`src/rtl/wb_arb_pkg.sv`:
```
// Shared constants for the writeback arbiter: port count and unit indices.
package wb_arb_pkg;

  localparam int PORTCOUNT = 4;

  localparam logic [1:0] ALU0 = 2'd0;
  localparam logic [1:0] ALU1 = 2'd1;
  localparam logic [1:0] CALU = 2'd2;
  localparam logic [1:0] LSU  = 2'd3;

  // Number of requesting units in a 4-bit request vector.
  function automatic logic [2:0] popcount4(input logic [3:0] v);
    popcount4 = 3'(v[0]) + 3'(v[1]) + 3'(v[2]) + 3'(v[3]);
  endfunction

endpackage

```
`src/rtl/rr_picker4.sv`:
```
// Combinational rotating-priority picker: the search begins one port past
// the last winner and wraps 3 -> 0; the first requesting port wins.
module rr_picker4
  import wb_arb_pkg::*;
(
  input  logic [PORTCOUNT-1:0] req_i,
  input  logic [1:0]           last_i,
  output logic [PORTCOUNT-1:0] grant_o,
  output logic [1:0]           index_o,
  output logic                 valid_o
);

  logic [1:0] cand;

  // Walk ports last+1 .. last+4 (mod 4) and keep the first requester.
  always_comb begin
    grant_o = '0;
    index_o = '0;
    valid_o = 1'b0;
    cand    = '0;
    for (int k = 1; k <= PORTCOUNT; k++) begin
      cand = last_i + 2'(k);
      if (!valid_o && req_i[cand]) begin
        valid_o       = 1'b1;
        index_o       = cand;
        grant_o[cand] = 1'b1;
      end
    end
  end

endmodule

```
`src/rtl/writeback_arbiter.sv`:
```
// Four-port writeback arbiter in front of a single register-file write port.
// One winner per advancing cycle; its address, data and tag appear on the
// outputs one cycle later, with the tag always retired and the register
// write suppressed for the zero register.
// Build option WB_ARB_LSU_PRIORITY_EN: the LSU wins whenever it requests,
// and round-robin rotation (LastGrant) only tracks ports 0-2.
module writeback_arbiter
  import wb_arb_pkg::*;
#(
  parameter int DATABITWIDTH    = 16,
  parameter int TAGBITWIDTH     = 6,
  parameter int REGADDRBITWIDTH = 4
) (
  input  logic                                 clk,
  input  logic                                 sync_rst,
  input  logic                                 clk_en,
  input  logic [PORTCOUNT-1:0]                 Req_Valid,
  output logic [PORTCOUNT-1:0]                 Req_Ready,
  input  logic [PORTCOUNT*REGADDRBITWIDTH-1:0] Req_RegAddr,
  input  logic [PORTCOUNT*DATABITWIDTH-1:0]    Req_Data,
  input  logic [PORTCOUNT*TAGBITWIDTH-1:0]     Req_Tag,
  output logic                                 RegWriteEn,
  output logic [REGADDRBITWIDTH-1:0]           RegWriteAddrOut,
  output logic [DATABITWIDTH-1:0]              RegWriteDataOut,
  output logic                                 TagFreeValid,
  output logic [TAGBITWIDTH-1:0]               TagFreeOut,
  output logic [1:0]                           GrantIndex,
  output logic                                 WritebackCongestionStallOut
);

  logic [REGADDRBITWIDTH-1:0] addr_a [PORTCOUNT];
  logic [DATABITWIDTH-1:0]    data_a [PORTCOUNT];
  logic [TAGBITWIDTH-1:0]     tag_a  [PORTCOUNT];

  for (genvar i = 0; i < PORTCOUNT; i++) begin : g_unpack
    assign addr_a[i] = Req_RegAddr[i*REGADDRBITWIDTH +: REGADDRBITWIDTH];
    assign data_a[i] = Req_Data[i*DATABITWIDTH +: DATABITWIDTH];
    assign tag_a[i]  = Req_Tag[i*TAGBITWIDTH +: TAGBITWIDTH];
  end

  logic [1:0]                 last_q, last_d;
  logic                       we_q, we_d;
  logic                       tv_q, tv_d;
  logic [REGADDRBITWIDTH-1:0] addr_q, addr_d;
  logic [DATABITWIDTH-1:0]    data_q, data_d;
  logic [TAGBITWIDTH-1:0]     tag_q, tag_d;
  logic [1:0]                 gidx_q, gidx_d;

  logic [PORTCOUNT-1:0] pick_req, pick_grant;
  logic [1:0]           pick_idx;
  logic                 pick_vld;
  logic [PORTCOUNT-1:0] win_oh;
  logic [1:0]           win_idx;
  logic                 win_vld;
  logic                 last_upd;
  logic                 xfer;

  rr_picker4 u_picker (
    .req_i   (pick_req),
    .last_i  (last_q),
    .grant_o (pick_grant),
    .index_o (pick_idx),
    .valid_o (pick_vld)
  );

`ifdef WB_ARB_LSU_PRIORITY_EN
  assign pick_req = {1'b0, Req_Valid[CALU:ALU0]};

  // LSU overrides the rotation and leaves LastGrant untouched when it wins.
  always_comb begin
    if (Req_Valid[LSU]) begin
      win_oh   = 4'b1000;
      win_idx  = LSU;
      win_vld  = 1'b1;
      last_upd = 1'b0;
    end else begin
      win_oh   = pick_grant;
      win_idx  = pick_idx;
      win_vld  = pick_vld;
      last_upd = pick_vld;
    end
  end
`else
  assign pick_req = Req_Valid;
  assign win_oh   = pick_grant;
  assign win_idx  = pick_idx;
  assign win_vld  = pick_vld;
  assign last_upd = pick_vld;
`endif

  // No handshake while stalled or held in reset, so nothing is lost on release.
  assign xfer      = win_vld && clk_en && !sync_rst;
  assign Req_Ready = xfer ? win_oh : '0;

  assign WritebackCongestionStallOut = (popcount4(Req_Valid) >= 3'd2);

  // Next-state: capture the winner on a transfer, drop strobes on an idle advance.
  always_comb begin
    last_d = last_q;
    we_d   = we_q;
    tv_d   = tv_q;
    addr_d = addr_q;
    data_d = data_q;
    tag_d  = tag_q;
    gidx_d = gidx_q;
    if (clk_en) begin
      we_d = 1'b0;
      tv_d = 1'b0;
      if (xfer) begin
        we_d   = (addr_a[win_idx] != '0);
        tv_d   = 1'b1;
        addr_d = addr_a[win_idx];
        data_d = data_a[win_idx];
        tag_d  = tag_a[win_idx];
        gidx_d = win_idx;
        if (last_upd) begin
          last_d = win_idx;
        end
      end
    end
  end

  // State register; reset leaves port 0 at the head of the rotation.
  always_ff @(posedge clk or posedge sync_rst) begin
    if (sync_rst) begin
      last_q <= LSU;
      we_q   <= 1'b0;
      tv_q   <= 1'b0;
      addr_q <= '0;
      data_q <= '0;
      tag_q  <= '0;
      gidx_q <= '0;
    end else begin
      last_q <= last_d;
      we_q   <= we_d;
      tv_q   <= tv_d;
      addr_q <= addr_d;
      data_q <= data_d;
      tag_q  <= tag_d;
      gidx_q <= gidx_d;
    end
  end

  assign RegWriteEn      = we_q;
  assign TagFreeValid    = tv_q;
  assign RegWriteAddrOut = addr_q;
  assign RegWriteDataOut = data_q;
  assign TagFreeOut      = tag_q;
  assign GrantIndex      = gidx_q;

endmodule

```
`config.mk`:
```
export PLATFORM = sky130hd
export DESIGN_NAME = writeback_arbiter
export DESIGN_NICKNAME = d
export VERILOG_FILES = /design/src/rtl/wb_arb_pkg.sv /design/src/rtl/rr_picker4.sv /design/src/rtl/writeback_arbiter.sv
export SDC_FILE = /design/constraint.sdc
export NUM_CORES = 1
export LEC_CHECK = 0
export ABC_CLOCK_PERIOD_IN_PS = 5700
export BUFFER_PORTS_ARGS = -buffer_cell sky130_fd_sc_hd__buf_2
export CORE_ASPECT_RATIO = 1.75
export CORE_MARGIN = 2
export CORE_UTILIZATION = 30
export DETAILED_ROUTE_END_ITERATION = 8
export PLACE_DENSITY = 0.66
export SYNTH_ARGS = -nofsm -noshare
export SYNTH_HDL_FRONTEND = slang
export SYNTH_SLANG_ARGS = --single-unit
```
`constraint.sdc`:
```
create_clock -name clk -period 5.7 [get_ports clk]
set_input_delay 0.285 -clock clk [delete_from_list [all_inputs] [get_ports clk]]
set_output_delay 0.285 -clock clk [all_outputs]
set_load 0.01 [all_outputs]
```
# == After elaboration in Yosys (flattened, before gate mapping) ==
# Index checks and enable logic that the tools add are counted.
# Widths: inputs -> output; s select.
# totals
reg_bits,32
inputBits,111
out_inout_bits,35
# op_classes
addsub,6
magnitude_cmp,10
mux,40
n_bitwise,4
n_reduce_logical,16
# op_table
cell,count
$bmux 16 s2,1
$mux 16,2
$mux 4,7
$mux 1,14
$bmux 6 s2,1
$lt 2x3->1 const B,4
$mux 6,2
$or 4x4->4,3
$logic_and 1x1->1,9
$bmux 1 s2,4
$bmux 4 s2,1
$demux 1 s2,4
$ge 2x1->1 const B,4
$mux 2,4
$add 2x2->2 const B,2
$logic_not 1->1,4
$reduce_bool 4->1,1
$add 2x1->3,1
$add 3x1->3,1
$ge 3x2->1 const B,1
$ge 3x3->1 const B,1
$not 2->3,1
$reduce_and 3->1,1
$add 1x1->2,1
other kinds (2),2

# == Logic depth before layout (Yosys ltp) ==
# depth
ltp_word,19
ltp_mapped,14
ltp_nobuf,10

# == Hierarchy ==
# A second synthesis with hierarchy kept.
# hier_totals
cells_unflattened,263
hier_area_um2,2532.4
# by_module_without_submodules
mod,n_inst,cells_per_inst,area_per_inst_um2
writeback_arbiter,1,177,1903.1
rr_picker4,1,86,629.4

# == Least setup slack after synthesis ==
# Ideal clock, no wire load.
# synth_timing
path_type,register -> register
start,register last_q[0]
end,"register we_q, in the netlist RegWriteEn"
setup_time_ps,74
t_arrival_ps,3131
t_required_ps,5626
slack_ps,2495
path_stages_with_launch,14
path_buffers,3
cell_sequence,dfstp_2 buf_6 inv_1 ha_1 buf_2 mux4_2 or3_1 a211o_1 o311ai_4 buf_6 o221ai_2 a221o_1 a41o_1 o21ai_2
# synth_between
elab_chain_len,19
elab_cells_between_ends,33
# synth_rtl
element,line,rtl
start: declaration,writeback_arbiter.sv:41,"logic [1:0] last_q, last_d;"
start signal: assignment,writeback_arbiter.sv:134,last_q <= last_d;
$add 2x1->2,rr_picker4.sv:22,cand = last_i + 2'(k);
$bmux 1 s2,rr_picker4.sv:23,if (!valid_o && req_i[cand]) begin
$mux 1 (implied by the code),rr_picker4.sv:23,
$mux 1,rr_picker4.sv:23,
$logic_not 1->1,rr_picker4.sv:23,
$logic_and 1x1->1,rr_picker4.sv:23,
$mux 1,rr_picker4.sv:23,
$logic_not 1->1,rr_picker4.sv:23,
[2 not listed],n/a,
$logic_not 1->1,rr_picker4.sv:23,
$logic_and 1x1->1,rr_picker4.sv:23,
$mux 2,rr_picker4.sv:23,
$not 2->3 (implied by the code),writeback_arbiter.sv:110,we_d = (addr_a[win_idx] != '0);
$bmux 4 s2,writeback_arbiter.sv:110,
$mux 4 (implied by the code) (2 in series),writeback_arbiter.sv:110,
$reduce_bool 4->1,writeback_arbiter.sv:110,
$mux 1 (*),writeback_arbiter.sv:109,if (xfer) begin
end signal: assignment,writeback_arbiter.sv:135,we_q <= we_d;
end: declaration,writeback_arbiter.sv:42,"logic we_q, we_d;"
# Every way passes the cells marked *; elsewhere a longest branch is shown, timed or not. The select of a mux whose other input is x is not followed.
# A chain may end at the register's enable or synchronous reset.

# == Worst setup path after layout ==
# layout_timing
start,register last_q[0]
end,"register tag_q[1], in the netlist TagFreeOut[1]"
# layout_between
elab_chain_len,17
elab_cells_between_ends,32
# layout_rtl
element,line,rtl
$add 2x1->2,rr_picker4.sv:22,
$bmux 1 s2,rr_picker4.sv:23,
$mux 1 (implied by the code),rr_picker4.sv:23,
$mux 1,rr_picker4.sv:23,
$logic_not 1->1,rr_picker4.sv:23,
$logic_and 1x1->1,rr_picker4.sv:23,
$mux 1,rr_picker4.sv:23,
$logic_not 1->1,rr_picker4.sv:23,
$logic_and 1x1->1,rr_picker4.sv:23,
$mux 1,rr_picker4.sv:23,
$logic_not 1->1,rr_picker4.sv:23,
$logic_and 1x1->1,rr_picker4.sv:23,
$mux 2,rr_picker4.sv:23,
$not 2->3 (implied by the code),writeback_arbiter.sv:114,tag_d = tag_a[win_idx];
$bmux 6 s2,writeback_arbiter.sv:114,
$mux 6 (implied by the code) (2 in series),writeback_arbiter.sv:114,
end signal: assignment,writeback_arbiter.sv:139,tag_q <= tag_d;
end: declaration,writeback_arbiter.sv:46,"logic [TAGBITWIDTH-1:0] tag_q, tag_d;"
# Several ways; a longest one is shown, not always the timed one. The select of a mux whose other input is x is not followed.

==> impl_metrics.ini <==
[pwr]
leakagePower_nw = 1.96
ir_drop_mv = 0.333
total_power_mw = 2.38
p_per_area_nw_per_um2 = 655

[floorplanning]
start_util_pct = 30.5
placementRows = 45
io_pins = 146
fp.coreArea_sq_um = 8610
die_h_microns = 128
die-area_sq_um = 9560
dieWidth_microns = 74.8

[logic_synthesis]
syn_area_per_cell_sq_um = 7.78
synth_ff_type = dfrtp_1
syn_area_sq_um = 2630
yosysWarningCount = 0
yosysSeqAreaShare_pct = 30.5
ys_types = 37
synth_edf_count = 0
synth.top_cells.by_area = dfrtp_1 (29%), nand2_1 (14%), a311oi_1 (7.3%)
synth_seq_cells = 32
synth_top_area_share_pct = 28.5
yosysTopAreaCell = dfrtp_1
synth_cells = 338
synth_nets = 458
ys_async_sr_fraction_pct = 100

[route]
antenna_left = 0
drt-total-wl_microns = 9460
wl_per_cell_microns = 16.1
drc_errors = 0
drtPass1Iterations = 4
viasPerCell = 5.34
num_vias = 3138
first_iter_violations = 98

[critical_path]
cp.depth = 11
cp_cell_sequence = inv_1, ha_1, mux2i_1, mux2i_1, buf_4, nor2_1, o21ai_4, buf_4, nand2_1, a311oi_1, a21o_1
slowest_delay_ns = 0.90
ff2ff_path_depth = 11
endpoint_kind = register
cp_num_buf_inv = 3
setup.worst_path.end = TagFreeOut[1]
arrival_ns = 4.68
path_max_fanout = 43
cp.required_ns = 5.92
critPathTopFamily = compound AO/OA/AOI/OAI gates
reg2reg_from = last_q[0]
timing.rr.end = TagFreeOut[1]
start_kind = register
path_class = register to register
critPathLaunch = last_q[0]
cp_slowest_cell = dfstp_2
r2r_setup_slack_ns = 1.24

[clocking]
cts_resized = 0
htreeDepth = 2
clk_pin_slew_worst_paths_ns = 0.05
cts_tree = built
cts_buffer_depth = 2
root_buffer = clkbuf_16
clock_latency_ns = 0.28
cts_setup_buffers = 0
cts_buffers = 5
cts.sinks = 32
cts_hold_buf = 0

[sta]
setup-tns-final_ns = 0
slew_violations = 0
relSlewSlack_pct = 29.0
skew_ns = 0.00131
rsz0062_at_grt = false
fin_crit_ns = 4.46
worst_slack_ns = 1.24
finalHoldViolCount = 0
timing.fmax_mhz = 224
tightest_slew_ns = 1.06
setup_viol = 0
whs_ns = 0.0969
fin_crit_sh_pct = 78.2

[cells_and_area]
num_antenna_cells = 0
drive_above_1_share_pct = 36.3
layout_commonest_cell = buf_2
num-nets-final = 590
fin_area_sq_um = 3630
instances_no_fill = 588
mostFrequentLayoutCells = buf_2 (145), nand2_1 (96), dfrtp_1 (30)
synthToLayoutAreaGrowth_pct = 38.0
final_util_pct = 42.1

[grt]
antenna_found_initial = 0
grt_pass1_wl_microns = 14900
grt_max_degree = 47
first_global_vias = 3096
grt_usage_pct = 20.1
grt-ovfl-total = 0

[placed_design]
port-buffer-count = 145
pre_cts_ws_ns = 1.26
placed_cell_area_sq_um = 3460
dpl.cell_count = 580
routabilityCongestion = 0.945
dp_hpwl_microns = 7110

[hold_path]
hold_path_class = input port to asynchronous set/reset pin

[run_status]
status = complete, no violations

[flow_run]
maxCapViolCount = 0
==> cells in the mapped netlist, types with 2 or more instances <==
master	count
a2111oi_0	4
dfstp_2	2
nor2_1	29
a21o_1	22
o221ai_1	7
a221o_1	4
or3_1	2
mux2i_1	5
buf_6	2
and3_1	22
nand2_1	96
o21bai_1	2
a311oi_1	22
inv_1	12
dfrtp_1	30
o21ai_0	5
ha_1	8
a221oi_1	4
a22oi_1	5
clkbuf_1	23
a211oi_1	4
buf_2	3
a21oi_1	2
o21ai_1	6
mux4_2	3
o21a_1	2
nor2b_1	2
==> cell families after synthesis <==
family	synth area share, %
adder cells (fa/ha/maj)	4.57
AO/OA/AOI/OAI	29.8
AND/OR/NAND/NOR	24.0
flip-flops	30.5
multiplexers	4.47
buffers and inverters	6.56
==> area by class of cell <==
type                            instances  area [sq um]
Fill cell                             894          4990
Multi-Input combinational cell        265          1680
Sequential cell                        32           803
Timing Repair Buffer                  154           793
Tap cell                              117           146
Clock buffer                            6           129
Inverter                               12          45.0
Clock inverter                          2          35.0
==> worst register-to-register path: stages, from the launching register on <==
cell	delay, ns
dfstp_2	0.90
inv_1	0.24
ha_1	0.45
mux2i_1	0.18
mux2i_1	0.71
buf_4	0.30
nor2_1	0.09
o21ai_4	0.81
buf_4	0.26
nand2_1	0.06
a311oi_1	0.28
a21o_1	0.11
==> report_power, final <==
| group | leakage (nW) | total (mW) | internal (mW) | switching, mW |
|---|---|---|---|---|
| logic | 1.48 | 1.63 | 0.641 | 0.990 |
| clock network | 0.0808 | 0.308 | 0.206 | 0.102 |
| registers | 0.392 | 0.438 | 0.343 | 0.0947 |
| total | 1.96 | 2.38 | 1.19 | 1.19 |
==> metal layers <==
layer  vias up  track usage, %  wire length, microns
met5         -               0                     0
met2       133            35.7                  5120
met3        23            3.38                   465
met1      1498            22.3                  3570
li1       1484               -                     -
met4         0            10.2                   299
==> state kept, by name, indices dropped and copies added (netlist names) <==
name and cells:
RegWriteAddrOut 4, RegWriteDataOut 16, last_q 2, RegWriteEn 1, GrantIndex 2, TagFreeOut 6, TagFreeValid 1
==> worst min-delay path by stage <==
| stage | startpoint | end | slack [ns] | cells past startpoint |
|---|---|---|---|---|
| 5_1_grt | sync_rst | TagFreeOut[1] | 0.14 | 3 |
| 6_report | sync_rst | TagFreeOut[1] | 0.1 | 3 |
| 2_1_floorplan | clk_en | RegWriteEn | 0.36 | 1 |
| 4_1_cts | sync_rst | TagFreeOut[1] | 0.11 | 3 |
| 3_5_place_dp | sync_rst | TagFreeOut[1] | 0.42 | 3 |
| 3_3_place_gp | sync_rst | TagFreeOut[0] | 0.41 | 3 |
(Power assumes the default switching activity.)
